### config.mk
export PLATFORM = sky130hd
export DESIGN_NAME = pc_unit
export DESIGN_NICKNAME = d
export VERILOG_FILES = /design/src/rtl/pc_pkg.sv /design/src/rtl/pc_unit_ras_stack.sv /design/src/rtl/pc_unit.sv
export SDC_FILE = /design/constraint.sdc
export NUM_CORES = 1
export LEC_CHECK = 0
export CAP_MARGIN = 10
export CORE_ASPECT_RATIO = 1.2
export CORE_MARGIN = 1.5
export CORE_UTILIZATION = 54
export CTS_CLUSTER_SIZE = 25
export DETAILED_ROUTE_END_ITERATION = 8
export GPL_ROUTABILITY_DRIVEN = 1
export PLACE_DENSITY = 0.86
export SETUP_SLACK_MARGIN = 0.05
export SYNTH_ARGS = -nofsm -noshare
export SYNTH_HDL_FRONTEND = slang
export SYNTH_SLANG_ARGS = --single-unit
### constraint.sdc
create_clock -name clk -period 2.4 [get_ports clk]
set_input_delay 0.48 -clock clk [delete_from_list [all_inputs] [get_ports clk]]
set_output_delay 0.48 -clock clk [all_outputs]
set_load 0.1 [all_outputs]
### src/rtl/pc_pkg.sv
// pc_pkg: shared defaults and next-PC select encoding for the PC unit
package pc_pkg;
  localparam int PC_WIDTH_DEF = 8;
  localparam int STEP_DEF = 4;
  localparam int RAS_DEPTH_DEF = 4;
  localparam int RESET_PC_DEF = 0;
  typedef enum logic [2:0] {
    SEL_HOLD,
    SEL_RET,
    SEL_CALL,
    SEL_JUMP,
    SEL_BRANCH,
    SEL_SEQ
  } pc_sel_e;
endpackage

### src/rtl/pc_unit_ras_stack.sv
// ras_stack: circular return-address stack with saturating count and sticky error flags
module ras_stack #(
  parameter int WIDTH = 8,
  parameter int DEPTH = 4,
  localparam int PW = $clog2(DEPTH),
  localparam int CW = $clog2(DEPTH + 1)
) (
  input  logic             clk,
  input  logic             rst,
  input  logic             push,
  input  logic             pop,
  input  logic [WIDTH-1:0] push_data,
  output logic [WIDTH-1:0] top,
  output logic [CW-1:0]    count,
  output logic             overflow,
  output logic             underflow
);
  logic [WIDTH-1:0] mem_q [DEPTH];
  logic [PW-1:0] sp_q, sp_d;
  logic [CW-1:0] cnt_q, cnt_d;
  logic ovf_q, ovf_d, unf_q, unf_d;
  logic full, empty;
  assign full = cnt_q == CW'(DEPTH);
  assign empty = cnt_q == '0;
  assign top = mem_q[sp_q - 1'b1];
  assign count = cnt_q;
  assign overflow = ovf_q;
  assign underflow = unf_q;
  // sp points at the next free slot; when full that slot holds the oldest entry, so a push overwrites it
  always_comb begin
    sp_d = pop ? (empty ? sp_q : sp_q - 1'b1) : push ? sp_q + 1'b1 : sp_q;
    cnt_d = pop ? (empty ? cnt_q : cnt_q - 1'b1) : push ? (full ? cnt_q : cnt_q + 1'b1) : cnt_q;
    ovf_d = ovf_q | (push & ~pop & full);
    unf_d = unf_q | (pop & empty);
  end
  // pointer, count and sticky flags
  always_ff @(posedge clk) begin
    if (rst) begin
      sp_q <= '0;
      cnt_q <= '0;
      ovf_q <= 1'b0;
      unf_q <= 1'b0;
    end else begin
      sp_q <= sp_d;
      cnt_q <= cnt_d;
      ovf_q <= ovf_d;
      unf_q <= unf_d;
    end
  end
  // entry storage needs no reset; only count decides what is valid
  always_ff @(posedge clk) begin
    if (!rst && push && !pop) mem_q[sp_q] <= push_data;
  end
endmodule

### src/rtl/pc_unit.sv
// pc_unit: program counter with stall, branch, jump, call/return and a return-address stack
module pc_unit
  import pc_pkg::*;
#(
  parameter int PC_WIDTH = PC_WIDTH_DEF,
  parameter int STEP = STEP_DEF,
  parameter int RAS_DEPTH = RAS_DEPTH_DEF,
  parameter int RESET_PC = RESET_PC_DEF
) (
  input  logic                             clk,
  input  logic                             rst,
  input  logic                             stall,
  input  logic                             branch_taken,
  input  logic                             jump,
  input  logic                             call,
  input  logic                             ret,
  input  logic [PC_WIDTH-1:0]              target,
  output logic [PC_WIDTH-1:0]              pc_out,
  output logic [$clog2(RAS_DEPTH+1)-1:0]   ras_count,
  output logic                             ras_overflow,
  output logic                             ras_underflow
);
  pc_sel_e sel;
  logic [PC_WIDTH-1:0] pc_q, pc_d, pc_inc, ras_top;
  logic push, pop;
  assign pc_inc = pc_q + PC_WIDTH'(STEP);
  assign pc_out = pc_q;
  // priority select; the stack only moves on the winning call or ret, so stalled or shadowed calls never push
  always_comb begin
    sel = stall ? SEL_HOLD : ret ? SEL_RET : call ? SEL_CALL : jump ? SEL_JUMP : branch_taken ? SEL_BRANCH : SEL_SEQ;
    push = sel == SEL_CALL;
    pop = sel == SEL_RET;
    pc_d = sel == SEL_HOLD ? pc_q :
           sel == SEL_RET ? (ras_count != '0 ? ras_top : pc_inc) :
           sel == SEL_SEQ ? pc_inc : target;
  end
  // PC register
  always_ff @(posedge clk) begin
    if (rst) pc_q <= PC_WIDTH'(RESET_PC);
    else pc_q <= pc_d;
  end
  ras_stack #(.WIDTH(PC_WIDTH), .DEPTH(RAS_DEPTH)) u_ras (
    .clk(clk),
    .rst(rst),
    .push(push),
    .pop(pop),
    .push_data(pc_inc),
    .top(ras_top),
    .count(ras_count),
    .overflow(ras_overflow),
    .underflow(ras_underflow)
  );
endmodule

==> impl_metrics.py, run 1 <==
metrics = {
    "run_status": {
        "run_status": "finished, final reports clean",
    },
    "worst_setup_path": {
        "ff2ff_path_depth": 6,
        "crit_cells": 6,
        "max_stage_delay_ns": 0.46,
        "cp_num_buf_inv": 3,
        "start_kind": "input port",
        "cp.arrival_ns": 2.13,
        "cp-end-kind": "flip-flop",
        "worst-setup-path-type": "in -> reg",
        "required_ns": 2.42,
        "cp_slowest_cell": "clkdlybuf4s50_1",
        "path_cells": "clkdlybuf4s50_1, buf_4, or3b_1, nor2_1, and2_1, buf_12",
        "path_delay_family": "simple AND/OR/NAND/NOR gates",
        "cp_max_fo": 11,
    },
    "timing": {
        "tightestPinTransition_ns": 0.652,
        "tns_ns": 0,
        "rsz0062_at_grt": "false",
        "slew_headroom": 0.562,
        "fin_crit_ns": 2.11,
        "worst_clock_skew_ns": 0.0145,
        "hold_viol_final": 0,
        "finalCritPeriodShare": 0.879,
        "fin_ws_ns": 0.289,
        "max_clock_freq_mhz": 474,
        "final_max_slew_viol_count": 0,
        "finalSetupViolCount": 0,
    },
    "route": {
        "drt_pass1_iterations": 4,
        "vias_per_cell": 5.85,
        "ant_nets": 0,
        "wl_per_cell_um": 17.1,
        "totalWireLength_um": 4580,
        "via_count": 1561,
        "drc_errors": 0,
        "drt_iter0_drc": 191,
    },
    "synth": {
        "synth_cells": 177,
        "syn-cell-area_um2": 2200,
        "synth-seq-area-share": 0.572,
        "syn_area_per_cell_um2": 12.5,
        "ys_types": 42,
        "syn_nets": 198,
        "synth-edff-count": 32,
        "synth_ff_type": "edfxtp_1",
        "postSynth.asyncResetShare": 0,
        "synth-seq-cells": 47,
        "ys_warn_count": 0,
    },
    "clock_tree": {
        "cts_resized": 0,
        "cts_tree": "done",
        "htreeDepth": 2,
        "cts_setup_buffers": 0,
        "cts-buffers-inserted": 5,
        "worstSkewPairLatency_ns": 0.31,
        "hold_buffers": 0,
        "numClockSinks": 47,
        "path_clk_slew_ns": 0.09,
        "max-clock-path-buffers": 2,
        "cts-root-buf": "clkbuf_8",
    },
    "hold_path": {
        "worstHoldPathType": "reg -> reg",
        "whs_path_depth": 2,
    },
    "job": {
        "maxCapViolations": 0,
    },
    "global_route": {
        "grt_pass1_vias": 1519,
        "grt.overflow.total": 0,
        "grt_pass1_wl_um": 7250,
        "antenna_found_initial": 0,
        "grt_max_degree": 17,
        "groute.usage.overall": 0.226,
    },
    "placed_design": {
        "gp_congestion": 0.853,
        "dpl_worst_slack_ns": 0.000643,
        "dp_hpwl_um": 3380,
        "port_buffers": 27,
    },
    "die": {
        "fp.dieW_um": 61.3,
        "coreArea_um2": 3940,
        "fp-row-count": 25,
        "dieArea_um2": 4480,
        "io_pins": 28,
        "die_y_um": 73.0,
        "initial_core_util": 0.559,
    },
    "cells_and_area": {
        "area.sequential_um2": 1260,
        "diodes": 0,
        "final.fill_count": 273,
        "drive_above_1_share": 0.225,
        "final_nets": 233,
        "area_growth_pct": 23.3,
        "multi_input_area_um2": 838,
    },
    "pwr": {
        "leakage_nw": 0.978,
        "powerDensity_nw_per_um2": 710,
        "ir_worst_vdd_uv": 513,
    },
}
placed cells by master (no fill, tap or decap), drive strengths merged, types with 2 or more instances in the layout:
master and n:
dfxtp 15, nand2 7, a22oi 2, nor3 4, clkdlybuf4s50 14, or3 3, buf 26, o21ai 5
o31a 3, nand3 10, o311ai 2, xnor2 6, inv 14, a21oi 14, nor2 9, or4b 2
clkbuf 5, nor2b 2, mux4 8, a31oi 2, edfxtp 32, a221oi 2, and2 4, ha 5
layer usage:
| metal | up-vias | global-route usage | routed length, um |
|---|---|---|---|
| li1 | 735 | - | - |
| met1 | 754 | 0.284 | 1920 |
| met2 | 61 | 0.368 | 2310 |
| met3 | 11 | 0.0479 | 226 |
| met4 | 0 | 0.106 | 116 |
| met5 | - | 0 | 0 |
logic make-up after synthesis:
kind of cell / after synthesis / synth area share
flops: 47 / 0.572
fa+ha+maj: 6 / 0.0375
compound gates: 37 / 0.112
mux: 10 / 0.0914
buf+inv: 25 / 0.0477
xor+xnor: 7 / 0.0278
simple gates: 45 / 0.112
registers in the layout (all words and copies together), names as in the netlist:
register         cells
u_ras.underflow      1
pc_out               8
u_ras.overflow       1
u_ras.mem_q         32
u_ras.count          3
u_ras.sp_q           2
path summary, 6_finish.rpt:
| check | from | slack (ns) | to |
|---|---|---|---|
| worst max register to register | u_ras.sp_q[1]$_SDFFE_PP0P_ | 0.42 | pc_out[5]$_SDFFE_PP0P_ |
| worst min register to register | u_ras.underflow$_SDFF_PP0_ | 0.49 | u_ras.underflow$_SDFF_PP0_ |
| worst max-delay path | ret | 0.29 | u_ras.mem_q[1][0]$_DFFE_PP_ |
| worst min-delay path | u_ras.underflow$_SDFF_PP0_ | 0.49 | u_ras.underflow$_SDFF_PP0_ |
per-stage QoR:
step | instance area (um2) | total power [mW] | utilization | std cells | hold WS [ns]
final | 2720 | 1.93 | 0.690 | 267 | 0.492
after global routing | 2720 | 2.00 | 0.690 | 267 | 0.530
after CTS | 2720 | 1.93 | 0.690 | 267 | 0.498
after detailed placement | 2600 | 1.36 | 0.661 | 259 | 0.477
after global placement | 2600 | 1.35 | 0.661 | 259 | 0.456
after floorplan | 2210 | 1.25 | - | 177 | 0.483
cells in the mapped netlist (2+ instances only):
cell | instances | area (um2)
nand2_1 | 7 | 26.3
a22oi_1 | 2 | 15.0
dfxtp_1 | 15 | 300
clkbuf_1 | 7 | 26.3
nor3_1 | 4 | 20.0
ha_1 | 5 | 62.6
mux4_2 | 8 | 180
o311ai_1 | 2 | 17.5
o21ai_1 | 3 | 15.0
inv_2 | 2 | 7.51
buf_4 | 2 | 15.0
inv_1 | 11 | 41.3
xnor2_1 | 6 | 52.6
o31a_1 | 3 | 26.3
a221oi_1 | 2 | 17.5
a31oi_1 | 2 | 12.5
edfxtp_1 | 32 | 961
nor2_1 | 9 | 33.8
nand3_1 | 10 | 50.1
nor2b_1 | 2 | 12.5
and2_1 | 4 | 25.0
or3_1 | 3 | 18.8
a21oi_1 | 14 | 70.1
o21ai_0 | 2 | 10.0
buf_2 | 3 | 15.0
layout make-up:
| cell class | count | area share |
|---|---|---|
| sequential | 47 | 0.465 |
| multi-input combinational | 105 | 0.308 |
| timing repair buffer | 40 | 0.142 |
| clock buffer | 5 | 0.0253 |
| tap | 54 | 0.0249 |
| inverter | 13 | 0.0179 |
| clock inverter | 3 | 0.0170 |
worst reg2reg max path, stage by stage (launching register included):
cell and delay (ns):
dfxtp_1 0.37, inv_1 0.10, ha_1 0.58, mux4_2 0.39, nand3_1 0.10, o21ai_1 0.07
o31a_1 0.29
power breakdown:
part / internal [mW] / switching [mW] / total, mW / leakage (nW)
combinational: 0.146 / 0.270 / 0.416 / 0.507
sequential: 0.898 / 0.0297 / 0.928 / 0.416
clock: 0.314 / 0.274 / 0.588 / 0.0548
total: 1.36 / 0.573 / 1.93 / 0.978
No activity file was read; power rests on OpenSTA's default activity.
==> run 2: changes to the inputs <==
Settings changed: REMOVE_ABC_BUFFERS from default to 1.
==> run 2 against run 1 <==
Against the previous run: die area is the same; maximum frequency decreased by 0.20%; largest cell class unchanged; cell area is 0.64% higher; sequential cell count stayed put; clock skew shrank 0.0025 ns; worst hold slack better by 0.014 ns; via count up 3.3%; count of clock-buffer cells in the layout unchanged; utilization up 0.44 points; critical endpoint is now u_ras.count[2]$_SDFFE_PP0P_; routed wire length is 5.8% higher; sequential share of layout area decreased by 0.39 points; highest routed layer unchanged; global-route usage rose by 0.92 points.
==> impl_metrics.py, run 2 (same netlist as run 1, synthesis figures left out) <==
metrics = {
    "clock_tree": {
        "cts_resized": 0,
        "cts_tree": "done",
        "cts_setup_buffers": 0,
        "worstSkewPairLatency_ns": 0.30,
        "hold_buffers": 0,
        "cts-root-buf": "clkbuf_8",
        "max-clock-path-buffers": 2,
        "htreeDepth": 2,
        "path_clk_slew_ns": 0.09,
        "numClockSinks": 47,
        "cts-buffers-inserted": 5,
    },
    "worst_setup_path": {
        "r2r_start": "u_ras.sp_q[1]$_SDFFE_PP0P_",
        "cp.arrival_ns": 2.31,
        "path_delay_family": "buffers and inverters",
        "worst-setup-path-type": "in -> reg",
        "rrSetupSlack_ns": 0.48,
        "required_ns": 2.60,
        "cp_slowest_cell": "clkdlybuf4s50_1",
        "cp_num_buf_inv": 2,
        "max_stage_delay_ns": 0.54,
        "path_cells": "clkdlybuf4s50_1, nor2b_1, inv_2, fa_1, xnor2_1, o311ai_1, mux2_1",
        "cp_max_fo": 4,
        "ff2ff_path_depth": 5,
        "cp-end-kind": "flip-flop",
        "r2r_end": "pc_out[7]$_SDFFE_PP0P_",
        "start_kind": "input port",
    },
    "placed_design": {
        "dpl_worst_slack_ns": -0.0267,
        "place_inst": 262,
        "dp_hpwl_um": 3530,
        "gp_congestion": 0.875,
        "port_buffers": 27,
    },
    "pwr": {
        "swShare": 0.296,
        "internal-power_mw": 1.36,
        "p_seq_frac": 0.481,
        "p_sw_mw": 0.571,
        "leakage_nw": 0.994,
        "clkPwrFrac": 0.299,
        "p_comb_frac": 0.220,
        "powerDensity_nw_per_um2": 704,
        "ir_worst_vdd_uv": 365,
    },
    "global_route": {
        "grt_max_degree": 17,
        "antenna_found_initial": 0,
        "grt_pass1_vias": 1592,
        "groute.usage.overall": 0.235,
        "grt_pass1_wl_um": 7620,
        "grt.overflow.total": 0,
    },
    "timing": {
        "tightestPinTransition_ns": 0.652,
        "rsz0062_at_grt": "false",
        "fin_crit_ns": 2.11,
        "fin_ws_ns": 0.285,
        "worst_clock_skew_ns": 0.0120,
        "slew_headroom": 0.562,
        "max_clock_freq_mhz": 473,
        "final_max_slew_viol_count": 0,
        "finalCritPeriodShare": 0.881,
        "hold_viol_final": 0,
        "whs_ns": 0.505,
        "finalSetupViolCount": 0,
    },
    "die": {
        "die_y_um": 73.0,
        "io_pins": 28,
        "coreArea_um2": 3940,
        "fp-row-count": 25,
        "fp.dieW_um": 61.3,
        "dieArea_um2": 4480,
        "initial_core_util": 0.559,
    },
    "route": {
        "wl_per_cell_um": 17.9,
        "via_count": 1612,
        "ant_nets": 0,
        "totalWireLength_um": 4840,
        "drt_pass1_iterations": 4,
        "drc_errors": 0,
        "vias_per_cell": 5.97,
        "drt_iter0_drc": 286,
    },
    "cells_and_area": {
        "area.sequential_um2": 1260,
        "largest_register_ffs": 32,
        "final_nets": 236,
        "layout_common_cells": "edfxtp_1 (32), buf_4 (25), dfxtp_1 (15)",
        "area_growth_pct": 24.1,
        "instances_no_fill": 270,
        "finalCoreUtilization": 0.694,
        "diodes": 0,
        "multi_input_area_um2": 838,
        "layout_commonest_cell": "edfxtp_1",
        "regMostFlops": "u_ras.mem_q",
        "final.fill_count": 257,
        "drive_above_1_share": 0.227,
    },
    "hold_path": {
        "whs_path_depth": 2,
        "worstHoldPathType": "reg -> reg",
        "whs_endpoint": "u_ras.overflow$_SDFF_PP0_",
        "holdCritStartpoint": "u_ras.overflow$_SDFF_PP0_",
    },
    "job": {
        "maxCapViolations": 0,
    },
    "run_status": {
        "run_status": "finished, final reports clean",
    },
}
-- run 2: cell count changes in the layout (fill, tap and decap cells not counted) --
cell and change:
dfxtp_2 -2, dfxtp_1 +2, inv_6 -1, buf_4 +3, clkinv_4 +1, clkinv_2 +1
clkinvlp_4 -1
-- run 2: stage by stage --
step / power, mW / TNS (ns) / area (um2)
2_1_floorplan: 1.23 / -0.0283 / 2150
3_3_place_gp: 1.35 / 0 / 2620
3_5_place_dp: 1.36 / -0.129 / 2620
4_1_cts: 1.93 / 0 / 2740
5_1_grt: 1.99 / 0 / 2740
6_report: 1.93 / 0 / 2740
-- run 2: per-layer routing --
layer	routed length [um]	up-vias	GRT usage
met5	0	-	0
met2	2570	59	0.402
met3	241	4	0.0479
met4	25	0	0.0851
met1	2000	814	0.291
li1	-	735	-
-- run 2: worst max path at each step --
stage	from	end	slack, ns	cells after the start
6_report	ret	u_ras.count[2]$_SDFFE_PP0P_	0.29	7
5_1_grt	ret	u_ras.count[2]$_SDFFE_PP0P_	0.19	7
2_1_floorplan	u_ras.count[0]$_SDFFE_PP0P_	u_ras.count[2]$_SDFFE_PP0P_	-0.03	5
3_5_place_dp	ret	u_ras.count[2]$_SDFFE_PP0P_	-0.03	7
3_3_place_gp	ret	u_ras.mem_q[0][3]$_DFFE_PP_	0.02	6
4_1_cts	ret	u_ras.count[2]$_SDFFE_PP0P_	0.29	7
-- run 2: worst min-delay path: cells and delay by family (launching register included) --
kind | cells | cell delay (ns)
DFF | 1 | 0.35
and+or+nand+nor | 1 | 0.07
AOI/OAI and AO/OA | 1 | 0.05
-- run 2: cell type report --
class | instances | area share
Timing Repair Buffer | 43 | 0.149
Clock buffer | 5 | 0.0251
Clock inverter | 3 | 0.0160
Tap cell | 54 | 0.0247
Multi-Input combinational cell | 105 | 0.306
Inverter | 13 | 0.0178
Sequential cell | 47 | 0.461
-- run 2: power groups by stage --
stage	clock network, mW	logic, mW	registers (mW)
after floorplan	0	0.162	1.07
after global placement	0	0.406	0.942
after detailed placement	0	0.419	0.944
after CTS	0.587	0.422	0.926
after global routing	0.614	0.449	0.931
final	0.577	0.424	0.927
